## src/rtl/cpu_pkg.sv

```systemverilog
`default_nettype none
// ============================================================================
// cpu_pkg
// ----------------------------------------------------------------------------
// Shared CPU definitions: MIPS opcode/funct constants, the "no exception"
// code, and the is_branch() classifier. The classifier is also used by the
// decode and exception units.
// Revision: 1.0 - initial release
// ============================================================================
package cpu_pkg;

  // Primary opcodes (instr[31:26])
  localparam logic [5:0] OP_SPECIAL = 6'b000000;
  localparam logic [5:0] OP_REGIMM  = 6'b000001;
  localparam logic [5:0] OP_J       = 6'b000010;
  localparam logic [5:0] OP_JAL     = 6'b000011;
  localparam logic [5:0] OP_BEQ     = 6'b000100;
  localparam logic [5:0] OP_BNE     = 6'b000101;
  localparam logic [5:0] OP_BLEZ    = 6'b000110;
  localparam logic [5:0] OP_BGTZ    = 6'b000111;

  // REGIMM rt field (instr[20:16])
  localparam logic [4:0] RT_BLTZ    = 5'b00000;
  localparam logic [4:0] RT_BGEZ    = 5'b00001;

  // SPECIAL funct field (instr[5:0])
  localparam logic [5:0] FN_JR      = 6'b001000;
  localparam logic [5:0] FN_JALR    = 6'b001001;

  // Exception code meaning "no exception"
  localparam int EXC_NONE = 0;

  // True for every instruction that owns a delay slot.
  function automatic logic is_branch(input logic [31:0] instr);
    logic [5:0] op;
    logic [4:0] rt;
    logic [5:0] fn;
    op = instr[31:26];
    rt = instr[20:16];
    fn = instr[5:0];
    is_branch = 1'b0;
    case (op)
      OP_BEQ, OP_BNE, OP_BLEZ, OP_BGTZ, OP_J, OP_JAL: is_branch = 1'b1;
      OP_REGIMM:  is_branch = (rt == RT_BLTZ) || (rt == RT_BGEZ);
      OP_SPECIAL: is_branch = (fn == FN_JR) || (fn == FN_JALR);
      default:    is_branch = 1'b0;
    endcase
  endfunction

endpackage
`default_nettype wire

```

## src/rtl/fq_ring.sv

```systemverilog
`default_nettype none
// ============================================================================
// fq_ring
// ----------------------------------------------------------------------------
// DEPTH-entry ring buffer: storage array, head/tail pointers, occupancy count
// and full/empty flags. DEPTH need not be a power of two; pointers wrap by
// explicit compare.
//
// Ports:
//   clk, reset       clock, synchronous active-high reset
//   flush            empties the ring; a push/pop in the same cycle is lost
//   push, pop        write at tail / advance head (caller guarantees legality:
//                    no push when full unless popping, no pop when empty)
//   wdata            entry written on push
//   rdata            head entry (registered storage, no bypass from wdata)
//   full, empty      occupancy flags
// Revision: 1.0 - initial release
// ============================================================================
module fq_ring #(
  parameter int DEPTH = 2,
  parameter int WIDTH = 8
) (
  input  logic             clk,
  input  logic             reset,
  input  logic             flush,
  input  logic             push,
  input  logic             pop,
  input  logic [WIDTH-1:0] wdata,
  output logic [WIDTH-1:0] rdata,
  output logic             full,
  output logic             empty
);

  localparam int PTR_W = (DEPTH > 1) ? $clog2(DEPTH) : 1;
  localparam int CNT_W = $clog2(DEPTH + 1);

  logic [WIDTH-1:0] mem [DEPTH];
  logic [PTR_W-1:0] head;
  logic [PTR_W-1:0] tail;
  logic [CNT_W-1:0] count;
  logic             do_push;
  logic             do_pop;

  function automatic logic [PTR_W-1:0] next_ptr(input logic [PTR_W-1:0] p);
    if (p == PTR_W'(DEPTH - 1)) next_ptr = '0;
    else                        next_ptr = p + 1'b1;
  endfunction

  assign do_push = push && !reset && !flush;
  assign do_pop  = pop  && !reset && !flush;

  // Storage carries no reset; validity is tracked solely by count.
  // When full and popping, tail == head: the write lands on the slot being
  // read this cycle, which is safe because the read sees the pre-edge value.
  always_ff @(posedge clk) begin
    if (do_push) mem[tail] <= wdata;
  end

  always_ff @(posedge clk) begin
    if (reset || flush) begin
      head  <= '0;
      tail  <= '0;
      count <= '0;
    end else begin
      if (do_push) tail <= next_ptr(tail);
      if (do_pop)  head <= next_ptr(head);
      if (do_push && !do_pop)      count <= count + 1'b1;
      else if (do_pop && !do_push) count <= count - 1'b1;
    end
  end

  assign rdata = mem[head];
  assign full  = (count == CNT_W'(DEPTH));
  assign empty = (count == '0);

endmodule
`default_nettype wire

```

## src/rtl/fetch_queue.sv

```systemverilog
`default_nettype none
// ============================================================================
// fetch_queue
// ----------------------------------------------------------------------------
// Fetch-to-decode buffer: DEPTH-entry ring with valid/ready handshake on both
// sides, carrying PC, instruction, fetch exception code and branch-delay
// status into decode. flush drops every entry in one cycle.
//
// Ports:
//   clk, reset                 clock, synchronous active-high reset
//   flush                      drop all entries (exception entry, eret)
//   in_valid / in_ready        fetch handshake; in_ready also asserts on a
//                              full queue when decode consumes this cycle
//   in_pc, in_instr, in_exc    fetched entry (in_exc = 0 means no exception)
//   out_valid / out_ready      decode handshake
//   out_instr                  head instruction, 0 when exception-tagged
//   out_pc, out_pc4, out_pc8   head PC and PC+4 / PC+8 (RESET_PC when empty)
//   out_exc                    head exception code
//   out_bd                     head is the delay slot of the last consumed op
// Revision: 1.0 - initial release
// ============================================================================
module fetch_queue
  import cpu_pkg::*;
#(
  parameter int              DEPTH    = 2,
  parameter int              XLEN     = 32,   // must be >= 32
  parameter int              EXC_W    = 5,
  parameter logic [XLEN-1:0] RESET_PC = 32'h0000_3000
) (
  input  logic             clk,
  input  logic             reset,
  input  logic             flush,
  input  logic             in_valid,
  output logic             in_ready,
  input  logic [XLEN-1:0]  in_pc,
  input  logic [XLEN-1:0]  in_instr,
  input  logic [EXC_W-1:0] in_exc,
  output logic             out_valid,
  input  logic             out_ready,
  output logic [XLEN-1:0]  out_instr,
  output logic [XLEN-1:0]  out_pc,
  output logic [XLEN-1:0]  out_pc4,
  output logic [XLEN-1:0]  out_pc8,
  output logic [EXC_W-1:0] out_exc,
  output logic             out_bd
);

  localparam int ENTRY_W = 2 * XLEN + EXC_W;

  logic [XLEN-1:0]    store_instr;
  logic [ENTRY_W-1:0] wdata;
  logic [ENTRY_W-1:0] rdata;
  logic [XLEN-1:0]    head_pc;
  logic [XLEN-1:0]    head_instr;
  logic [EXC_W-1:0]   head_exc;
  logic               full;
  logic               empty;
  logic               push;
  logic               pop;
  logic               bd_flag;

  // A faulting fetch never delivers its word to decode.
  assign store_instr = (in_exc == EXC_W'(EXC_NONE)) ? in_instr : '0;
  assign wdata       = {in_pc, store_instr, in_exc};
  assign {head_pc, head_instr, head_exc} = rdata;

  // The only combinational input-to-output path: out_ready -> in_ready.
  assign in_ready  = !full || out_ready;
  assign out_valid = !empty;
  assign push      = in_valid && in_ready;
  assign pop       = out_valid && out_ready;

  fq_ring #(
    .DEPTH (DEPTH),
    .WIDTH (ENTRY_W)
  ) u_ring (
    .clk   (clk),
    .reset (reset),
    .flush (flush),
    .push  (push),
    .pop   (pop),
    .wdata (wdata),
    .rdata (rdata),
    .full  (full),
    .empty (empty)
  );

  // Remembers whether the instruction just handed to decode owns a delay
  // slot; the next head is then that slot.
  always_ff @(posedge clk) begin
    if (reset || flush) bd_flag <= 1'b0;
    else if (pop)       bd_flag <= is_branch(head_instr[31:0]);
  end

  assign out_instr = out_valid ? head_instr : '0;
  assign out_exc   = out_valid ? head_exc   : '0;
  assign out_pc    = out_valid ? head_pc    : RESET_PC;
  assign out_pc4   = out_pc + XLEN'(4);
  assign out_pc8   = out_pc + XLEN'(8);
  assign out_bd    = bd_flag && out_valid;

endmodule
`default_nettype wire
```

## config.mk

```make
export PLATFORM = sky130hd
export DESIGN_NAME = fetch_queue
export DESIGN_NICKNAME = d
export VERILOG_FILES = /design/src/rtl/cpu_pkg.sv /design/src/rtl/fq_ring.sv /design/src/rtl/fetch_queue.sv
export SDC_FILE = /design/constraint.sdc
export NUM_CORES = 1
export LEC_CHECK = 0
export BUFFER_PORTS_ARGS = -buffer_cell sky130_fd_sc_hd__buf_2
export CAP_MARGIN = 20
export CELL_PAD_IN_SITES_DETAIL_PLACEMENT = 2
export CELL_PAD_IN_SITES_GLOBAL_PLACEMENT = 2
export CORE_MARGIN = 10
export CORE_UTILIZATION = 25
export CTS_CLUSTER_DIAMETER = 150
export DETAILED_ROUTE_END_ITERATION = 16
export PLACE_DENSITY_LB_ADDON = 0.15
export SYNTH_ARGS = -nofsm -noshare
export SYNTH_HDL_FRONTEND = slang
export SYNTH_HIERARCHICAL = 1
export SYNTH_SLANG_ARGS = --single-unit
```

## constraint.sdc

```tcl
create_clock -name clk -period 5.04 [get_ports clk]
set_input_delay 0.756 -clock clk [delete_from_list [all_inputs] [get_ports clk]]
set_output_delay 0.756 -clock clk [all_outputs]
set_load 0.05 [all_outputs]
```

## Yosys cells after proc, flatten, opt, wreduce, memory -nomap -nowiden

Memory sizes are Yosys's and may differ from the RTL's. A register that Yosys moved wholly into a read port is not among the register bits.
Cells that the tools add are included.

- Add/subtract/negate cells: 6
- Multipliers: 0
- Div/mod/pow operators: 0
- $lt $le $gt $ge: 0
- Eq/ne operators: 11
- Shift-type cells: 0
- Mux-type cells: 13
- Bitwise gates (word level): 0
- Reduce and logical (&&, ||, !) cells: 25

Operators by type and width:

| kind | number |
|---|---|
| $mux 32 | 3 |
| $add 32x3->32 const B | 1 |
| $add 32x4->32 const B | 1 |
| $eq 6x3->1 const B | 4 |
| $eq 6x2->1 const B | 2 |
| $eq 6x4->1 const B | 2 |
| $logic_not 5->1 | 2 |
| $logic_and 1x1->1 | 9 |
| $eq 6x1->1 const B | 1 |
| $logic_not 1->1 | 6 |
| $logic_not 6->1 | 1 |
| $mux 1 | 6 |
| $reduce_or 6->1 | 1 |
| $eq 5x1->1 const B | 1 |
| $mux 5 | 1 |
| $logic_or 1x1->1 | 4 |
| $mux 2 | 2 |
| $pmux 1 s3 | 1 |
| $add 1x1->1 const B | 2 |
| $add 2x1->2 const B | 1 |
| $eq 2x2->1 const B | 1 |
| $logic_not 2->1 | 1 |
| $reduce_bool 2->1 | 1 |
| $sub 2x1->2 const B | 1 |

- Register bits after elaboration: 5
- Latch bits: 0
- RAM bits: 138
- Memory bits (read-only): 0
- Input port bits: 74
- Output and inout bits: 136
- Logic and storage cells: 60
- Memories kept: 1

Memories:

| memory | words | width | rd ports | clocked after Yosys merged registers in | write ports | RTL line | RTL |
|---|---|---|---|---|---|---|---|
| u_ring.mem | 2 | 69 | 1 | 1 | 1 | fq_ring.sv:37 | `logic [WIDTH-1:0] mem [DEPTH];` |

## Longest topological paths before layout

- Depth after elaboration: 10
- Depth in mapped cells: 12
- Depth with buffers taken out: 8

## Cells and area by module

The synthesis kept the hierarchy.

By module, submodules not included:

| module | instances | cells each | area an instance (um^2) | sequential area each (um^2) |
|---|---|---|---|---|
| fq_ring | 1 | 239 | 5,243.8 | 4,244.1 |
| fetch_queue | 1 | 313 | 2,199.6 | 20.0 |

## Worst setup path after synthesis

Ideal clock, no wire load.

- Kind: input port to flip-flop
- From: input out_ready
- To: memory u_ring/mem[0][0] in the netlist's numbering (enable)
- Library setup time: 505 ps
- Arrival time: 4,650 ps
- Data required time: 4,535 ps
- Slack: -115 ps
- Stages: 4
- Path buffers: 0
- Cell sequence: nand2b_1 -> and2_1 -> and2_1 -> nor2b_1

- Word-level cells in the longest chain between the ends: 6

Ends and longest elaborated chain:

| element | RTL line | RTL |
|---|---|---|
| start: declaration | fetch_queue.sv:39 | `input logic out_ready,` |
| $logic_or 1x1->1 | fetch_queue.sv:68 | `assign in_ready = !full \|\| out_ready;` |
| $logic_and 1x1->1 | fetch_queue.sv:70 | `assign push = in_valid && in_ready;` |
| net push | fetch_queue.sv:58 | `logic push;` |
| $logic_and 1x1->1 (2 in a row) | fq_ring.sv:49 | `assign do_push = push && !reset && !flush;` |
| net u_ring.do_push | fq_ring.sv:41 | `logic do_push;` |
| $mux 1 | fq_ring.sv:56 | `if (do_push) mem[tail] <= wdata;` |
| $mux 1 (not written as such) | fq_ring.sv:56 |  |
| end: declaration | fq_ring.sv:37 |  |

The timed path passes the listed nets, and every way through them passes these cells.

==> results.yml <==
synth:
  netlist.area_leader.share_pct: 55.7
  muxShareOfSynthArea_pct: 11.2
  synthAdderAreaFrac_pct: 0.504
  ys_seq_area_share_pct: 57.3
  yosysUniqueCellTypes: 50
  synth_xor_area_share_pct: 6.71
  synthSimpleGateAreaFrac_pct: 19.9
  yosys.area.top_type: "edfxtp_1"
  ys_top_cells_by_area: "edfxtp_1 56%, mux2_2 9.1%, xnor2_1 4.6%"
  ys_ff_latch: 144
  synth-compound-area-share_pct: 0.387
  syn_inst: 552
  yosysWarnings: 6
  syn-num-nets: 629
  synth_edf_count: 138
  synth_ff_type: "edfxtp_1"
  synth_top_family_by_area: "simple AND/OR/NAND/NOR gates"
  syn-cell-area_mm2: 0.00744
  syn_avg_cell_area_um2: 13.5
  synthArstFlopShare_pct: 0
finish:
  drive_gt1_share_pct: 46.6
  layout_common_cells: "209 x buf_2, 138 x edfxtp_1, 60 x mux2_2"
  areaGrowthSynthToFinish_pct: 27.7
  layout_commonest_cell: "buf_2"
  layout.nets: 834
placement:
  io_buffers: 209
  gp_congestion: 0.795
  hpwl_um: 17800
job:
  max_cap_violations: 0
detailed_routing:
  route.detailed.drc: 0
  ant_nets: 0
  wirelength_um: 23700
  vias_per_cell: 4.36
  first_pass_iters: 4
  vias: 5064
  first_iter_violations: 176
  wl_per_cell_um: 20.5
timing:
  slew_headroom_pct: 48.9
  worst_pin_slew_ns: 0.764
  max_freq_ghz: 0.229
  fin_setup_tns_ns: 0
  period_share_pct: 86.8
  holdWs_ns: 0.474
  finalCriticalPeriod_ns: 4.38
  setup_viol: 0
  slew_violations: 0
  final_hold_viol_count: 0
  fin_skew_ns: 0.00930
  rsz0062_at_grt: "no"
floorplanning:
  start_util_pct: 25.2
  core_region_area_mm2: 0.0295
  dieHeight_um: 193
  placementRows: 63
  ios: 210
  design.die.area_mm2: 0.0371
  die_w_um: 193
critical_path:
  path_class: "flip-flop to output pin"
  r2r_slack_ns: 2.18
  crit_chain: "mux2_4 -> nor2b_1 -> ha_1 -> and4_1 -> nand4_1 -> nor4_1 -> xnor2_1 -> buf_2"
  required_ns: 4.28
  endpoint_kind: "output pin"
  cp-start-kind: "flip-flop"
  cpPeakStageDelay_ns: 0.73
  rr_startpoint: "u_ring/count[0]"
  path_buf_inv: 1
  crit_fanout: 37
  crit_path_top_delay_cell: "dfxtp_4"
  critPathArrivalTime_ns: 3.62
  critPathTopFamily: "simple AND/OR/NAND/NOR gates"
worst_hold_path:
  min-delay-start: "bd_flag"
  min_path_type: "flip-flop to flip-flop"
power_and_ir_drop:
  peakVddDrop_uv: 194
  powerDensity_mw_per_mm2: 317
  totalPowerFinal_mw: 3.01
  net-switching-power_mw: 0.771
  p_leak_nw: 3.90
  swShare_pct: 25.6
  power_frac_seq_pct: 44.4
  power_frac_clock_pct: 45.0
  p_int_mw: 2.24
  pwr-share-comb_pct: 10.6
clock_network:
  hold_buffers: 0
  cts_resized: 0
  clk_pin_slew_ns: 0.07
  cts_tree: "yes"
  cts-root-buf: "clkbuf_16"
  cts_sinks: 144
  cts_max_level: 4
  insertion_delay_ns: 0.42
  max-clock-path-buffers: 2
  cts_buffers: 17
global_route:
  grt_pass1_vias: 5947
  grt_remaining_overflow: 0
  grt_max_degree: 70
  grt_antenna_before_repair: 3
  grtUsageTotal_pct: 12.7
  grt_pass1_wl_um: 36000
outcome:
  outcome: "finished clean"
cells in the mapped netlist, drive strengths merged (2+ instances only):
master,count
edfxtp,138
mux2,70
nor2b,51
xnor2,39
and2,34
buf,22
nor2,21
inv,20
nand2,18
nor3,18
xor2,18
nor4,15
nand3,12
nand4,11
or4,11
nand2b,10
clkbuf,9
dfxtp,6
and2b,5
or2,4
and3,3
ha,3
and4,2
and4b,2
worst reg2reg max path: cells and delay by family (launching register included):
kind	cells	cell delay [ns]
adders and majority gates	1	0.25
and+or+nand+nor	4	1.35
DFF	1	0.37
AOI/OAI and AO/OA	1	0.14
buffers and inverters	2	0.68
registers in the layout, indices dropped and copies added (netlist names), named ones only:
signal	flops
u_ring/mem	138
u_ring/count	2
bd_flag	1
u_ring/head	1
u_ring/tail	1
per-layer routing:
| metal | part of all wire (%) | track usage [%] | wire, um |
|---|---|---|---|
| met5 | 0.088 | 0 | 21 |
| met4 | 0.77 | 2.86 | 183 |
| met3 | 7.6 | 4.54 | 1820 |
| met2 | 47 | 21.3 | 11200 |
| met1 | 44 | 15.4 | 10600 |
repair_timing:
item / in CTS / in global routing
setup buffers: 0 / 2
hold endpoints to repair: 0 / 0
endpoints found under the setup margin: 0 / 1
area by class of cell:
class	count	area (um2)
Inverter	20	75.1
Timing Repair Buffer	217	1140
Multi-Input combinational cell	357	2910
Clock inverter	13	176
Fill cell	3197	20000
Clock buffer	19	453
Tap cell	390	488
Sequential cell	144	4270
Antenna cell	1	2.50
through the flow:
stage | std cells | cell area [um2] | worst slack [ns] | utilization (%)
floorplan | 552 | 7450 | 0.585 | -
global placement | 1124 | 8810 | 0.920 | 29.9
detailed placement | 1125 | 8840 | 0.684 | 30.0
CTS | 1157 | 9470 | 0.190 | 32.1
global route | 1160 | 9510 | 0.325 | 32.2
finish | 1161 | 9510 | 0.664 | 32.3
cell families (layout without fill, tap and decap cells):
logic type,after synthesis,in the layout
buf+inv,51,269
simple gates,222,222
mux,71,71
flops,144,144
xor+xnor,57,57
other cells,0,1
fa+ha+maj,3,3
compound gates,4,4
power groups by stage:
stage / Sequential (mW) / Combinational, mW / Clock, mW
6_report: 1.34 / 0.319 / 1.35
3_5_place_dp: 1.36 / 0.324 / 0
2_1_floorplan: 1.36 / 0.224 / 0
4_1_cts: 1.34 / 0.326 / 1.39
5_1_grt: 1.34 / 0.344 / 1.44
3_3_place_gp: 1.36 / 0.319 / 0
path summary, 6_finish.rpt:
kind                                         to  cells after the start
worst max-delay path                out_pc4[26]                      8
worst min-delay path                    bd_flag                      2
worst max register to register  u_ring/count[1]                      8
worst min register to register          bd_flag                      2
No activity file was read; power rests on OpenSTA's default activity.
